[config.mk]
export PLATFORM = sky130hd
export DESIGN_NAME = cpu_sequencer_flat
export DESIGN_NICKNAME = d
export VERILOG_FILES = /design/src/rtl/cpu_sequencer_pkg.sv /design/src/rtl/cpu_sequencer_if.sv /design/src/rtl/cpu_sequencer_watchdog.sv /design/src/rtl/cpu_sequencer.sv /design/src/flat_wrapper.sv
export SDC_FILE = /design/constraint.sdc
export NUM_CORES = 1
export LEC_CHECK = 0
export ABC_AREA = 1
export CAP_MARGIN = 20
export CORE_ASPECT_RATIO = 1.25
export CORE_MARGIN = 4
export CORE_UTILIZATION = 44
export CTS_BUF_LIST = sky130_fd_sc_hd__clkbuf_4 sky130_fd_sc_hd__clkbuf_8
export CTS_CLUSTER_DIAMETER = 60
export DETAILED_ROUTE_END_ITERATION = 10
export HOLD_SLACK_MARGIN = 0.08
export PLACE_DENSITY = 0.7
export REMOVE_ABC_BUFFERS = 1
export SLEW_MARGIN = 20
export SYNTH_ARGS = -nofsm -noshare
export SYNTH_HDL_FRONTEND = slang
export SYNTH_SLANG_ARGS = --single-unit
[constraint.sdc]
create_clock -name CLK -period 3.1 [get_ports CLK]
set_input_delay 0.465 -clock CLK [delete_from_list [all_inputs] [get_ports CLK]]
set_output_delay 0.465 -clock CLK [all_outputs]
set_load 0.02 [all_outputs]
[src/rtl/cpu_sequencer_pkg.sv]
// Shared types and defaults for the multi-cycle instruction sequencer.
// STATE encoding is visible on the debug port, so the enum values are fixed.
package cpu_seq_pkg;

  typedef enum logic [2:0] {
    S_FETCH  = 3'd0,
    S_DECODE = 3'd1,
    S_EXEC   = 3'd2,
    S_MEM    = 3'd3,
    S_WB     = 3'd4,
    S_HALT   = 3'd5,
    S_FAULT  = 3'd7
  } seq_state_t;

  typedef enum logic [1:0] {
    FC_NONE    = 2'd0,
    FC_ILLEGAL = 2'd1,
    FC_IMEM_TO = 2'd2,
    FC_DMEM_TO = 2'd3
  } fault_code_t;

  localparam int DEFAULT_TIMEOUT = 255;

endpackage

[src/rtl/cpu_sequencer_if.sv]
// Bundle of memory handshakes, decoder flags and control strobes around the sequencer.
// STEP exists only when CPU_SEQ_STEP_EN is defined.
interface cpu_sequencer_if #(
  parameter int CNT_W = 32
);
  // Handshake: the sequencer raises a REQ and holds it (and DMEM_WE) stable until
  // the matching ACK is sampled high on a rising edge; that edge completes the
  // transfer. An ACK while the matching REQ is low is ignored.
  logic             IMEM_REQ;
  logic             IMEM_ACK;
  logic             DMEM_REQ;
  logic             DMEM_WE;
  logic             DMEM_ACK;
  logic             IS_LOAD;
  logic             IS_STORE;
  logic             RD_WRITE;
  logic             ILLEGAL;
  logic             INST_ENB;
  logic             READ_ENB;
  logic             WRITE_ENB;
  logic             PC_CLK;
  logic             FAULT;
  logic [1:0]       FAULT_CODE;
  logic [CNT_W-1:0] RET_CNT;
  logic [2:0]       STATE;
`ifdef CPU_SEQ_STEP_EN
  logic             STEP;
`endif

  modport master (
`ifdef CPU_SEQ_STEP_EN
    input  STEP,
`endif
    input  IMEM_ACK, DMEM_ACK, IS_LOAD, IS_STORE, RD_WRITE, ILLEGAL,
    output IMEM_REQ, DMEM_REQ, DMEM_WE, INST_ENB, READ_ENB, WRITE_ENB, PC_CLK,
    output FAULT, FAULT_CODE, RET_CNT, STATE
  );

  modport slave (
`ifdef CPU_SEQ_STEP_EN
    output STEP,
`endif
    output IMEM_ACK, DMEM_ACK, IS_LOAD, IS_STORE, RD_WRITE, ILLEGAL,
    input  IMEM_REQ, DMEM_REQ, DMEM_WE, INST_ENB, READ_ENB, WRITE_ENB, PC_CLK,
    input  FAULT, FAULT_CODE, RET_CNT, STATE
  );

endinterface

[src/rtl/cpu_sequencer_watchdog.sv]
// Memory-wait watchdog shared by FETCH and MEM; TIMEOUT=0 disables it.
// expired fires in the cycle the count would reach TIMEOUT, unless ack is high then.
module seq_watchdog
  import cpu_seq_pkg::*;
#(
  parameter int TIMEOUT = DEFAULT_TIMEOUT
) (
  input  logic clk,
  input  logic rst,
  input  logic clear,
  input  logic enable,
  input  logic ack,
  output logic expired
);

  localparam int CW = (TIMEOUT < 2) ? 1 : $clog2(TIMEOUT);
  localparam logic [CW-1:0] LIM = (TIMEOUT > 0) ? CW'(TIMEOUT - 1) : '0;

  logic [CW-1:0] cnt_q;

  always_ff @(posedge clk) begin
    if (rst || clear) begin
      cnt_q <= '0;
    end else if (enable && !ack && cnt_q != LIM) begin
      cnt_q <= cnt_q + CW'(1);
    end
  end

  assign expired = (TIMEOUT != 0) && enable && !ack && (cnt_q == LIM);

endmodule

[src/rtl/cpu_sequencer.sv]
// Multi-cycle FETCH/DECODE/EXEC/MEM/WB controller with watchdog, sticky fault and retire counter.
// Define CPU_SEQ_STEP_EN to add single-step: a HALT state after each WB, released by STEP.
module cpu_sequencer
  import cpu_seq_pkg::*;
#(
  parameter int TIMEOUT = DEFAULT_TIMEOUT,
  parameter int CNT_W   = 32
) (
  input  logic             CLK,
  input  logic             RST,
  cpu_sequencer_if.master  bus
);

`ifdef CPU_SEQ_STEP_EN
  localparam seq_state_t RESET_STATE = S_HALT;
`else
  localparam seq_state_t RESET_STATE = S_FETCH;
`endif

  seq_state_t       state_q, state_d;
  fault_code_t      fc_q, fc_d;
  logic             ld_q, st_q, rd_q;
  logic             rst_q;
  logic [CNT_W-1:0] ret_q;
  logic             wd_en, wd_exp, wd_ack;
  logic             imem_req, dmem_req, dmem_we, inst_enb, read_enb, write_enb, pc_clk;

  always_ff @(posedge CLK) begin
    rst_q <= RST;
    if (RST) begin
      state_q <= RESET_STATE;
      fc_q    <= FC_NONE;
      ret_q   <= '0;
      ld_q    <= 1'b0;
      st_q    <= 1'b0;
      rd_q    <= 1'b0;
    end else begin
      state_q <= state_d;
      fc_q    <= fc_d;
      if (state_q == S_DECODE) begin
        // Load wins when the decoder flags both load and store.
        ld_q <= bus.IS_LOAD;
        st_q <= bus.IS_STORE & ~bus.IS_LOAD;
        rd_q <= bus.RD_WRITE;
      end
      if (state_q == S_WB) ret_q <= ret_q + CNT_W'(1);
    end
  end

  // rst_q marks the cycle after a reset edge: everything stays quiet and the FSM holds.
  assign wd_en  = !rst_q && (state_q == S_FETCH || state_q == S_MEM);
  assign wd_ack = (state_q == S_MEM) ? bus.DMEM_ACK : bus.IMEM_ACK;

  always_comb begin
    state_d   = state_q;
    fc_d      = fc_q;
    imem_req  = 1'b0;
    dmem_req  = 1'b0;
    dmem_we   = 1'b0;
    inst_enb  = 1'b0;
    read_enb  = 1'b0;
    write_enb = 1'b0;
    pc_clk    = 1'b0;
    if (!rst_q) begin
      case (state_q)
        S_FETCH: begin
          imem_req = 1'b1;
          if (bus.IMEM_ACK) state_d = S_DECODE;
          else if (wd_exp) begin
            state_d = S_FAULT;
            fc_d    = FC_IMEM_TO;
          end
        end
        S_DECODE: begin
          inst_enb = 1'b1;
          if (bus.ILLEGAL) begin
            state_d = S_FAULT;
            fc_d    = FC_ILLEGAL;
          end else begin
            state_d = S_EXEC;
          end
        end
        S_EXEC: state_d = (ld_q || st_q) ? S_MEM : S_WB;
        S_MEM: begin
          dmem_req = 1'b1;
          dmem_we  = st_q;
          if (bus.DMEM_ACK) state_d = S_WB;
          else if (wd_exp) begin
            state_d = S_FAULT;
            fc_d    = FC_DMEM_TO;
          end
        end
        S_WB: begin
          pc_clk    = 1'b1;
          read_enb  = ld_q;
          write_enb = rd_q & ~st_q;
`ifdef CPU_SEQ_STEP_EN
          state_d   = S_HALT;
`else
          state_d   = S_FETCH;
`endif
        end
`ifdef CPU_SEQ_STEP_EN
        S_HALT: if (bus.STEP) state_d = S_FETCH;
`endif
        S_FAULT: state_d = S_FAULT;
        default: state_d = RESET_STATE;
      endcase
    end
  end

  seq_watchdog #(.TIMEOUT(TIMEOUT)) u_watchdog (
    .clk     (CLK),
    .rst     (RST),
    .clear   (~wd_en),
    .enable  (wd_en),
    .ack     (wd_ack),
    .expired (wd_exp)
  );

  assign bus.IMEM_REQ   = imem_req;
  assign bus.DMEM_REQ   = dmem_req;
  assign bus.DMEM_WE    = dmem_we;
  assign bus.INST_ENB   = inst_enb;
  assign bus.READ_ENB   = read_enb;
  assign bus.WRITE_ENB  = write_enb;
  assign bus.PC_CLK     = pc_clk;
  assign bus.FAULT      = (state_q == S_FAULT);
  assign bus.FAULT_CODE = fc_q;
  assign bus.RET_CNT    = ret_q;
  assign bus.STATE      = state_q;

endmodule

[src/flat_wrapper.sv]
// flat-port wrapper written by rule: the top's interface ports become plain ports
module cpu_sequencer_flat import cpu_seq_pkg::*;
#(
  parameter int TIMEOUT = DEFAULT_TIMEOUT,
  parameter int CNT_W   = 32
)
  (CLK, RST, bus_IMEM_ACK, bus_DMEM_ACK, bus_IS_LOAD, bus_IS_STORE, bus_RD_WRITE, bus_ILLEGAL, bus_IMEM_REQ, bus_DMEM_REQ, bus_DMEM_WE, bus_INST_ENB, bus_READ_ENB, bus_WRITE_ENB, bus_PC_CLK, bus_FAULT, bus_FAULT_CODE, bus_RET_CNT, bus_STATE);
  cpu_sequencer_if #(.CNT_W(CNT_W)) bus_i ();
  input  logic CLK;
  input  logic RST;
  input wire logic [$bits(bus_i.IMEM_ACK)-1:0] bus_IMEM_ACK;
  input wire logic [$bits(bus_i.DMEM_ACK)-1:0] bus_DMEM_ACK;
  input wire logic [$bits(bus_i.IS_LOAD)-1:0] bus_IS_LOAD;
  input wire logic [$bits(bus_i.IS_STORE)-1:0] bus_IS_STORE;
  input wire logic [$bits(bus_i.RD_WRITE)-1:0] bus_RD_WRITE;
  input wire logic [$bits(bus_i.ILLEGAL)-1:0] bus_ILLEGAL;
  output wire logic [$bits(bus_i.IMEM_REQ)-1:0] bus_IMEM_REQ;
  output wire logic [$bits(bus_i.DMEM_REQ)-1:0] bus_DMEM_REQ;
  output wire logic [$bits(bus_i.DMEM_WE)-1:0] bus_DMEM_WE;
  output wire logic [$bits(bus_i.INST_ENB)-1:0] bus_INST_ENB;
  output wire logic [$bits(bus_i.READ_ENB)-1:0] bus_READ_ENB;
  output wire logic [$bits(bus_i.WRITE_ENB)-1:0] bus_WRITE_ENB;
  output wire logic [$bits(bus_i.PC_CLK)-1:0] bus_PC_CLK;
  output wire logic [$bits(bus_i.FAULT)-1:0] bus_FAULT;
  output wire logic [$bits(bus_i.FAULT_CODE)-1:0] bus_FAULT_CODE;
  output wire logic [$bits(bus_i.RET_CNT)-1:0] bus_RET_CNT;
  output wire logic [$bits(bus_i.STATE)-1:0] bus_STATE;
  assign bus_i.IMEM_ACK = bus_IMEM_ACK;
  assign bus_i.DMEM_ACK = bus_DMEM_ACK;
  assign bus_i.IS_LOAD = bus_IS_LOAD;
  assign bus_i.IS_STORE = bus_IS_STORE;
  assign bus_i.RD_WRITE = bus_RD_WRITE;
  assign bus_i.ILLEGAL = bus_ILLEGAL;
  assign bus_IMEM_REQ = bus_i.IMEM_REQ;
  assign bus_DMEM_REQ = bus_i.DMEM_REQ;
  assign bus_DMEM_WE = bus_i.DMEM_WE;
  assign bus_INST_ENB = bus_i.INST_ENB;
  assign bus_READ_ENB = bus_i.READ_ENB;
  assign bus_WRITE_ENB = bus_i.WRITE_ENB;
  assign bus_PC_CLK = bus_i.PC_CLK;
  assign bus_FAULT = bus_i.FAULT;
  assign bus_FAULT_CODE = bus_i.FAULT_CODE;
  assign bus_RET_CNT = bus_i.RET_CNT;
  assign bus_STATE = bus_i.STATE;
  cpu_sequencer #(.TIMEOUT(TIMEOUT), .CNT_W(CNT_W)) u_core (.CLK(CLK), .RST(RST), .bus(bus_i));
endmodule
==> impl_metrics.tcl, run 1 <==
set metrics [dict create \
    max_freq_ghz 0.410 \
    crit-reg2reg-launch "u_core.bus.STATE[0]$_SDFFE_PP0N_" \
    startpoint_type "flip-flop" \
    antenna_found_initial 0 \
    hold_path_class "flip-flop to flip-flop" \
    grt_start_max_net_pins 25 \
    grt_pass1_vias 2701 \
    critPathMaxFanout 8 \
    timing.rr.end "u_core.bus.RET_CNT[26]$_SDFFE_PP0N_" \
    insertion_delay_ps 300 \
    whs_path_depth 2 \
    cts_hold_buf 0 \
    internal_power_uw 839 \
    arrival_ps 1980 \
    synth_largest_area_cell "dfxtp_1" \
    switching_share_pct 26.4 \
    yosysSeqAreaShare_pct 35.4 \
    drt_iter0_drc 109 \
    core_area_mm2 0.00613 \
    cts.sinks 49 \
    grt_use_total_pct 18.7 \
    setup_viol 0 \
    start_util_pct 45.2 \
    gr-total-overflow 0 \
    num_antenna_cells 0 \
    die_area_mm2 0.00764 \
    drtAntennaViolNets 0 \
    finClkSkew_ps 5.62 \
    async_flop_share_pct 0 \
    clock_power_share_pct 31.0 \
    min_to "u_core.bus.FAULT_CODE[1]$_SDFFE_PP0P_" \
    hold_ws_ps 461 \
    min-delay-start "u_core.bus.FAULT_CODE[1]$_SDFFE_PP0P_" \
    ys_ff_latch 49 \
    drt-vias-per-instance 5.00 \
    setup.worst_path.end_class "output pin" \
    min_period_ps 2440 \
    clock_path_buffers 2 \
    io_pins 53 \
    post_cts.repair.setup_buffers 0 \
    synth_area_leaders "dfxtp_1 35%, nand2_1 16%, inv_1 7.0%, nor2_1 7.0%, a21oi_1 5.8%" \
    grt_setup_unrepaired "false" \
    vias 2817 \
    drtPass1Iterations 5 \
    clock-root-buffer "clkbuf_8" \
    clk_transition_reported_paths_ps 90 \
    status "completed" \
    final-hold-violation-count 0 \
    cts_resized 0 \
    r2r_cells 10 \
    r2r_slack_ps 1160 \
    leakage_uw 0.00126 \
    finalSetupTns_ps 0 \
    power_frac_comb_pct 11.5 \
    num_rows 32 \
    netlist.area_leader.share_pct 35.4 \
    tightest_slew_ps 611 \
    grt_pass1_wl_um 12000 \
    die_w_um 79.0 \
    numCtsBuffers 5 \
    area_growth_pct 24.3 \
    die_h_um 96.7 \
    nFillCells 614 \
    setup.worst_path.class "flip-flop to output pin" \
    syn-cell-area_mm2 0.00277 \
    cts-htree-levels 2 \
    synth.distinct_cells 34 \
    ys.flop_type "dfxtp_1" \
    gp_congestion 0.985 \
    synthCells 426 \
    slew_viol_final 0 \
    netSwitchingPower_uw 300 \
    required_ps 2630 \
    drc 0 \
    synthTopCellsByCount "115 x nand2_1, 52 x inv_1, 52 x nor2_1" \
    port_buffers 52 \
    synth_edf_count 0 \
    cts_tree "built" \
    max_cap_viol_count 0 \
    synth.most_common_cell "nand2_1" \
    routedWlPerCell_um 12.5 \
    p_per_area_mw_per_mm2 331 \
    final_nets 490 \
    synth.avg_cell_area_um2 6.50 \
    ir_drop_mv 0.176 \
    dpl.hpwl_um 5300 \
    power_frac_seq_pct 57.6 \
    yosysWarnings 0 \
    wl_um 7040 \
    drive_above_1_share_pct 5.65 \
    maxSlewHeadroom_pct 59.2 \
    layout_worst_path_cycle_share_pct 78.8 \
]
critical path, stage by stage (launching register included):
cell             delay, ps
dfxtp_1                520
inv_1                  110
nor3_2                 180
inv_1                  160
nor2_1                 110
clkdlybuf4s50_1        610
flip-flops by register name, summed over array words and instances (netlist names):
signal	cells
u_core.u_watchdog.cnt_q	8
u_core.bus.FAULT_CODE	2
u_core.ld_q	1
u_core.bus.RET_CNT	32
u_core.rd_q	1
u_core.st_q	1
u_core.rst_q	1
u_core.bus.STATE	3
cell families (layout without fill, tap and decap cells):
group / Yosys count / count (layout) / share of synthesized area [%]
adder cells (fa/ha/maj): 3 / 3 / 1.36
flip-flops: 49 / 49 / 35.4
AND/OR/NAND/NOR: 243 / 243 / 40.2
XOR/XNOR: 8 / 8 / 2.53
AO/OA/AOI/OAI: 60 / 60 / 11.6
buffers and inverters: 63 / 115 / 8.90
power by group through the flow:
stage	registers [uW]	clock network, uW	logic, uW
finish	655	352	131
detailed placement	670	0	131
CTS	655	373	131
global placement	669	0	130
global route	657	395	146
floorplan	674	0	73.0
per-stage QoR:
step | utilization [%] | worst slack (ps) | std cells | cell area [um2] | power (uW)
after detailed placement | 55.0 | 975 | 557 | 3370 | 801
after CTS | 56.2 | 637 | 563 | 3440 | 1160
after global routing | 56.2 | 516 | 563 | 3440 | 1200
after floorplan | - | 1210 | 419 | 2730 | 747
after global placement | 55.0 | 1030 | 557 | 3370 | 799
final | 56.2 | 658 | 563 | 3440 | 1140
placed cells by master (no fill, tap or decap), types with 12 or more instances in the layout:
master	netlist	layout
a21oi_1	32	32
nand2_1	115	115
clkdlybuf4s50_1	0	52
inv_1	52	52
nor2_1	52	52
nand4_1	12	12
o21ai_0	21	21
nor3_1	14	14
dfxtp_1	49	49
nand3_1	25	25
area by class of cell:
class | count | area (um2) | area share, %
Clock inverter | 1 | 5.00 | 0.145
Clock buffer | 5 | 68.8 | 2.00
Multi-Input combinational cell | 314 | 1540 | 44.8
Timing Repair Buffer | 53 | 528 | 15.3
Inverter | 56 | 210 | 6.11
Sequential cell | 49 | 981 | 28.5
Tap cell | 85 | 106 | 3.09
metal layers:
layer  vias to the layer above  wire [um]  track usage [%]
met5                         -          0                0
met3                         9        282             2.89
li1                       1480          -                -
met2                        64       3550             33.1
met4                         0        110             6.48
met1                      1264       3100             22.6
worst max-delay path by stage:
| stage | startpoint | to | slack (ps) |
|---|---|---|---|
| 4_1_cts | u_core.bus.STATE[0]$_SDFFE_PP0N_ | bus_INST_ENB | 640 |
| 3_3_place_gp | u_core.bus.STATE[0]$_SDFFE_PP0N_ | bus_INST_ENB | 1030 |
| 5_1_grt | u_core.bus.STATE[0]$_SDFFE_PP0N_ | bus_INST_ENB | 520 |
| 2_1_floorplan | u_core.bus.STATE[2]$_SDFFE_PP0N_ | bus_WRITE_ENB | 1210 |
| 6_report | u_core.bus.STATE[0]$_SDFFE_PP0N_ | bus_INST_ENB | 660 |
| 3_5_place_dp | u_core.bus.STATE[0]$_SDFFE_PP0N_ | bus_INST_ENB | 970 |
Note: power is estimated with default switching activity, not from simulation.
==> inputs of run 2 (changes only) <==
Clock period 3.1 ns to 2.4 ns, I/O delays scaled along.
==> run 2 against run 1 <==
  * Via count fell by 2.1%
  * Final cell count grew 0.53%
  * First-iteration DRC count shrank 14%
  * Power up 34%
  * Core utilization increased by 0.47 points
  * Clock skew decreased by 2.5 ps
  * Critical path type unchanged
==> impl_metrics.tcl, run 2 (synthesized netlist as in run 1, its figures left out) <==
set metrics [dict create \
    slew_viol_final 0 \
    insertion_delay_ps 300 \
    die_area_mm2 0.00764 \
    drc 0 \
    final_cell_mix "115 x nand2_1, 52 x inv_1, 52 x nor2_1" \
    finalSetupTns_ps 0 \
    grt_use_total_pct 18.5 \
    io_pins 53 \
    port_buffers 52 \
    layout_worst_path_cycle_share_pct 93.6 \
    final_common_cell "nand2_1" \
    path_common_cell "inv_1" \
    max_cap_viol_count 0 \
    grt_setup_unrepaired "false" \
    slowest_stage "clkdlybuf4s50_1" \
    finClkSkew_ps 3.12 \
    stdcell_area_mm2 0.00347 \
    final_nets 491 \
    setup_viol 0 \
    num_rows 32 \
    p_per_area_mw_per_mm2 439 \
    numCtsBuffers 5 \
    cp_top_family "buffers and inverters" \
    clock_path_buffers 2 \
    timing.rr.end "u_core.bus.RET_CNT[26]$_SDFFE_PP0N_" \
    gr-total-overflow 0 \
    placed_cell_area_mm2 0.00338 \
    antenna_found_initial 0 \
    drt-vias-per-instance 4.87 \
    post_cts.repair.setup_buffers 0 \
    cts_hold_buf 0 \
    area_growth_pct 25.3 \
    crit-reg2reg-launch "u_core.bus.STATE[1]$_SDFFE_PP0N_" \
    cts_tree "built" \
    final-hold-violation-count 0 \
    arrival_ps 1890 \
    drtAntennaViolNets 0 \
    largest_reg_flops 32 \
    die_h_um 96.7 \
    core_area_mm2 0.00613 \
    crit_chain "inv_1 -> nor3_2 -> inv_1 -> nor2_1 -> clkdlybuf4s50_1" \
    r2r_slack_ps 530 \
    setup.worst_path.end_class "output pin" \
    drive_above_1_share_pct 6.44 \
    hold_path_class "flip-flop to flip-flop" \
    drt_iter0_drc 94 \
    grt_start_max_net_pins 19 \
    maxSlewHeadroom_pct 59.7 \
    path_buf_inv 3 \
    drtPass1Iterations 5 \
    min_period_ps 2250 \
    setup.worst_path.class "flip-flop to output pin" \
    clk_transition_reported_paths_ps 80 \
    leakage_uw 0.00129 \
    r2r_cells 10 \
    tightest_slew_ps 604 \
    num_antenna_cells 0 \
    startpoint_type "flip-flop" \
    max_freq_ghz 0.445 \
    status "completed" \
    path_depth 5 \
    gp_congestion 0.984 \
    critPathMaxFanout 8 \
    startpoint "u_core.bus.STATE[0]$_SDFFE_PP0N_" \
    ir_drop_mv 0.295 \
    vias 2759 \
    required_ps 2040 \
    grt_pass1_wl_um 11800 \
    slowest_delay_ps 610 \
    wl_um 6780 \
    endpoint "bus_INST_ENB" \
    grt_pass1_vias 2621 \
    clock-root-buffer "clkbuf_8" \
    routedWlPerCell_um 12.0 \
    start_util_pct 45.2 \
    cts.sinks 49 \
    dpl.hpwl_um 5250 \
    die_w_um 79.0 \
    cts-htree-levels 2 \
]
## run 2: cell types whose count changed in the layout (fill, tap and decap cells not counted)
cell,before,now
buf_4,1,2
clkbuf_4,0,3
clkdlybuf4s50_1,52,51
clkinv_2,1,0
dfxtp_1,49,48
dfxtp_2,0,1
dlymetal6s2s_1,0,1
## run 2: worst min path at each step
stage | startpoint | endpoint | slack (ps) | cells past startpoint
3_3_place_gp | u_core.bus.FAULT_CODE[0]$_SDFFE_PP0P_ | u_core.bus.FAULT_CODE[0]$_SDFFE_PP0P_ | 440 | 2
5_1_grt | u_core.bus.FAULT_CODE[1]$_SDFFE_PP0P_ | u_core.bus.FAULT_CODE[1]$_SDFFE_PP0P_ | 480 | 2
2_1_floorplan | RST | u_core.rst_q$_DFF_P_ | 390 | 0
3_5_place_dp | u_core.bus.FAULT_CODE[0]$_SDFFE_PP0P_ | u_core.bus.FAULT_CODE[0]$_SDFFE_PP0P_ | 450 | 2
4_1_cts | u_core.bus.FAULT_CODE[0]$_SDFFE_PP0P_ | u_core.bus.FAULT_CODE[0]$_SDFFE_PP0P_ | 460 | 2
6_report | u_core.bus.FAULT_CODE[0]$_SDFFE_PP0P_ | u_core.bus.FAULT_CODE[0]$_SDFFE_PP0P_ | 460 | 2
## run 2: per-stage QoR
step | utilization [%] | setup slack (ps) | total power, uW | hold WS (ps) | cells
4_1_cts | 56.6 | 26.3 | 1540 | 461 | 566
2_1_floorplan | - | 615 | 965 | 388 | 419
3_5_place_dp | 55.1 | 365 | 1030 | 448 | 558
5_1_grt | 56.7 | 16.8 | 1590 | 483 | 566
3_3_place_gp | 55.1 | 435 | 1030 | 438 | 558
6_report | 56.7 | 153 | 1520 | 455 | 566
## run 2: timing repair
action	CTS	global route
endpoints found under the setup margin	0	2
resized for setup	0	2
endpoints found under the hold margin	0	0
## run 2: tightest hold or removal path, cell delays in order, from the launching register on
cell and delay [ps]:
dfxtp_1 320, inv_1 50, a21oi_1 50
## run 2: report_power, final
| part | switching, uW | internal, uW |
|---|---|---|
| clock | 267 | 242 |
| sequential | 19.3 | 827 |
| combinational | 104 | 65.3 |
| total | 390 | 1130 |
## run 2: final cells by class
class	count	area, um2
fill	620	2660
multi-input combinational	314	1540
sequential	49	982
timing repair buffer	54	538
inverter	56	210
tap	85	106
clock buffer	8	91.3
## run 2: per-layer routing
layer  wire length [um]  track usage (%)
met1               3060             23.8
met2               3370             31.6
met3                250             2.89
met4                 96             5.29
met5                  0                0
==> inputs of run 3 (changes only) <==
Settings changed: REMOVE_ABC_BUFFERS 1 to not set.
==> run 3 against run 2 <==
  * Clock-buffer cell count down 2
  * Final area up 0.61%
  * Clock skew up 3.2 ps
  * First-iteration DRC count up 43%
  * Sequential share of layout area down 0.17 points
  * Sequential power about the same
  * Global-route usage up 0.63 points
  * Power up 7.6%
  * Combinational power about the same
  * Clock power up 23%
  * Worst setup slack worse by 46 ps
  * Critical path type unchanged
  * Critical endpoint is now bus_WRITE_ENB
==> impl_metrics.tcl, run 3 (synthesized netlist as in run 1, its figures left out) <==
set metrics [dict create \
    status "completed" \
    maxSlewHeadroom_pct 60.6 \
    startpoint_type "flip-flop" \
    vias 2872 \
    leakage_uw 0.00129 \
    arrival_ps 1930 \
    tightest_slew_ps 590 \
    grt_setup_unrepaired "false" \
    cts-htree-levels 2 \
    grt_start_max_net_pins 25 \
    largest_reg_flops 32 \
    nFillCells 624 \
    final_cell_mix "115 x nand2_1, 52 x inv_1, 52 x nor2_1" \
    final-hold-violation-count 0 \
    drc 0 \
    crit_chain "nor2_4 -> nand2_4 -> nor4_1 -> clkdlybuf4s50_1" \
    placed_cell_area_mm2 0.00337 \
    final_core_utilization_pct 57.0 \
    port_buffers 52 \
    num_rows 32 \
    fin_ws_ps 106 \
    grt.busiest_layer "met2" \
    setup.worst_path.end_class "output pin" \
    finalSetupTns_ps 0 \
    synth_nets 437 \
    grt_util_met3_pct 3.35 \
    setup.worst_path.class "flip-flop to output pin" \
    slowest_stage "clkdlybuf4s50_1" \
    grtUsageMet2_pct 33.7 \
    multi_input_area_mm2 0.00154 \
    drt-vias-per-instance 5.08 \
    crit-reg2reg-launch "u_core.bus.STATE[1]$_SDFFE_PP0N_" \
    setup_viol 0 \
    drtPass1Iterations 4 \
    area_growth_pct 26.1 \
    grt_pass1_vias 2729 \
    antenna_found_initial 0 \
    ir_drop_mv 0.357 \
    min_period_ps 2290 \
    final_nets 490 \
    finClkSkew_ps 6.28 \
    clock-root-buffer "clkbuf_8" \
    wl_um 7100 \
    slowest_delay_ps 650 \
    numCtsBuffers 5 \
    start_util_pct 45.2 \
    clk_transition_reported_paths_ps 90 \
    min-delay-start "u_core.bus.FAULT_CODE[0]$_SDFFE_PP0P_" \
    num_antenna_cells 0 \
    grt_use_total_pct 19.1 \
    p_per_area_mw_per_mm2 470 \
    max_freq_ghz 0.436 \
    drtAntennaViolNets 0 \
    insertion_delay_ps 300 \
    core_area_mm2 0.00613 \
    grt_pass1_wl_um 12100 \
    post_cts.repair.setup_buffers 0 \
    required_ps 2040 \
    routedWlPerCell_um 12.6 \
    startpoint "u_core.bus.STATE[1]$_SDFFE_PP0N_" \
    clock_path_buffers 2 \
    stdcell_area_mm2 0.00349 \
    critPathMaxFanout 17 \
    dpl.hpwl_um 5320 \
    cts.sinks 49 \
    io_pins 53 \
    cts_tree "built" \
    final_common_cell "nand2_1" \
    dp_slack_ps 374 \
    drt_iter0_drc 134 \
    regArea_um2 982 \
    die_area_mm2 0.00764 \
    power_uw 1640 \
    die_w_um 79.0 \
    gp_congestion 0.889 \
    die_h_um 96.7 \
    cts_resized 0 \
    max_cap_viol_count 0 \
    gr-total-overflow 0 \
    use_met1_pct 23.2 \
    hold_path_class "flip-flop to flip-flop" \
    cts_hold_buf 0 \
    layout_worst_path_cycle_share_pct 95.6 \
    drive_above_1_share_pct 6.25 \
    slew_viol_final 0 \
]
run 3: changes by cell type in the layout (fill, tap and decap cells not counted), sizes merged:
cell      previous run  this run
buf                  2         1
bufinv               0         1
clkinvlp             0         1
clkbuf               8         6
run 3: layout make-up:
| type | instances | area share (%) |
|---|---|---|
| multi-input combinational | 314 | 44.2 |
| sequential | 49 | 28.1 |
| timing repair buffer | 53 | 15.2 |
| inverter | 56 | 6.02 |
| tap | 85 | 3.05 |
| clock buffer | 6 | 2.36 |
| clock inverter | 2 | 1.07 |
run 3: worst max-delay path, delay by kind of cell, from the launching register on:
family / cells / cell delay [ps]
buf+inv: 1 / 650
simple gates: 3 / 560
flops: 1 / 420
run 3: worst paths after layout:
check,end,slack (ps),depth (start not counted)
hold / removal,u_core.bus.FAULT_CODE[0]$_SDFFE_PP0P_,460,2
setup reg to reg,u_core.bus.RET_CNT[26]$_SDFFE_PP0N_,520,10
setup / recovery,bus_WRITE_ENB,110,4
hold reg to reg,u_core.bus.FAULT_CODE[0]$_SDFFE_PP0P_,460,2
run 3: where the power goes:
part / switching, uW / leakage, uW / internal [uW]
sequential: 19.3 / 0.000396 / 827
combinational: 105 / 0.000838 / 63.9
clock: 286 / 0.0000574 / 339
total: 410 / 0.00129 / 1230
run 3: through the flow:
stage,instances,hold WS [ps]
3_5_place_dp,557,454
5_1_grt,565,494
6_report,565,461
4_1_cts,565,468
2_1_floorplan,426,388
3_3_place_gp,557,449
run 3: layer usage:
metal / up-vias / routed length, um
met3: 9 / 293
li1: 1489 / -
met1: 1303 / 3130
met4: 0 / 87
met5: - / 0
met2: 71 / 3590
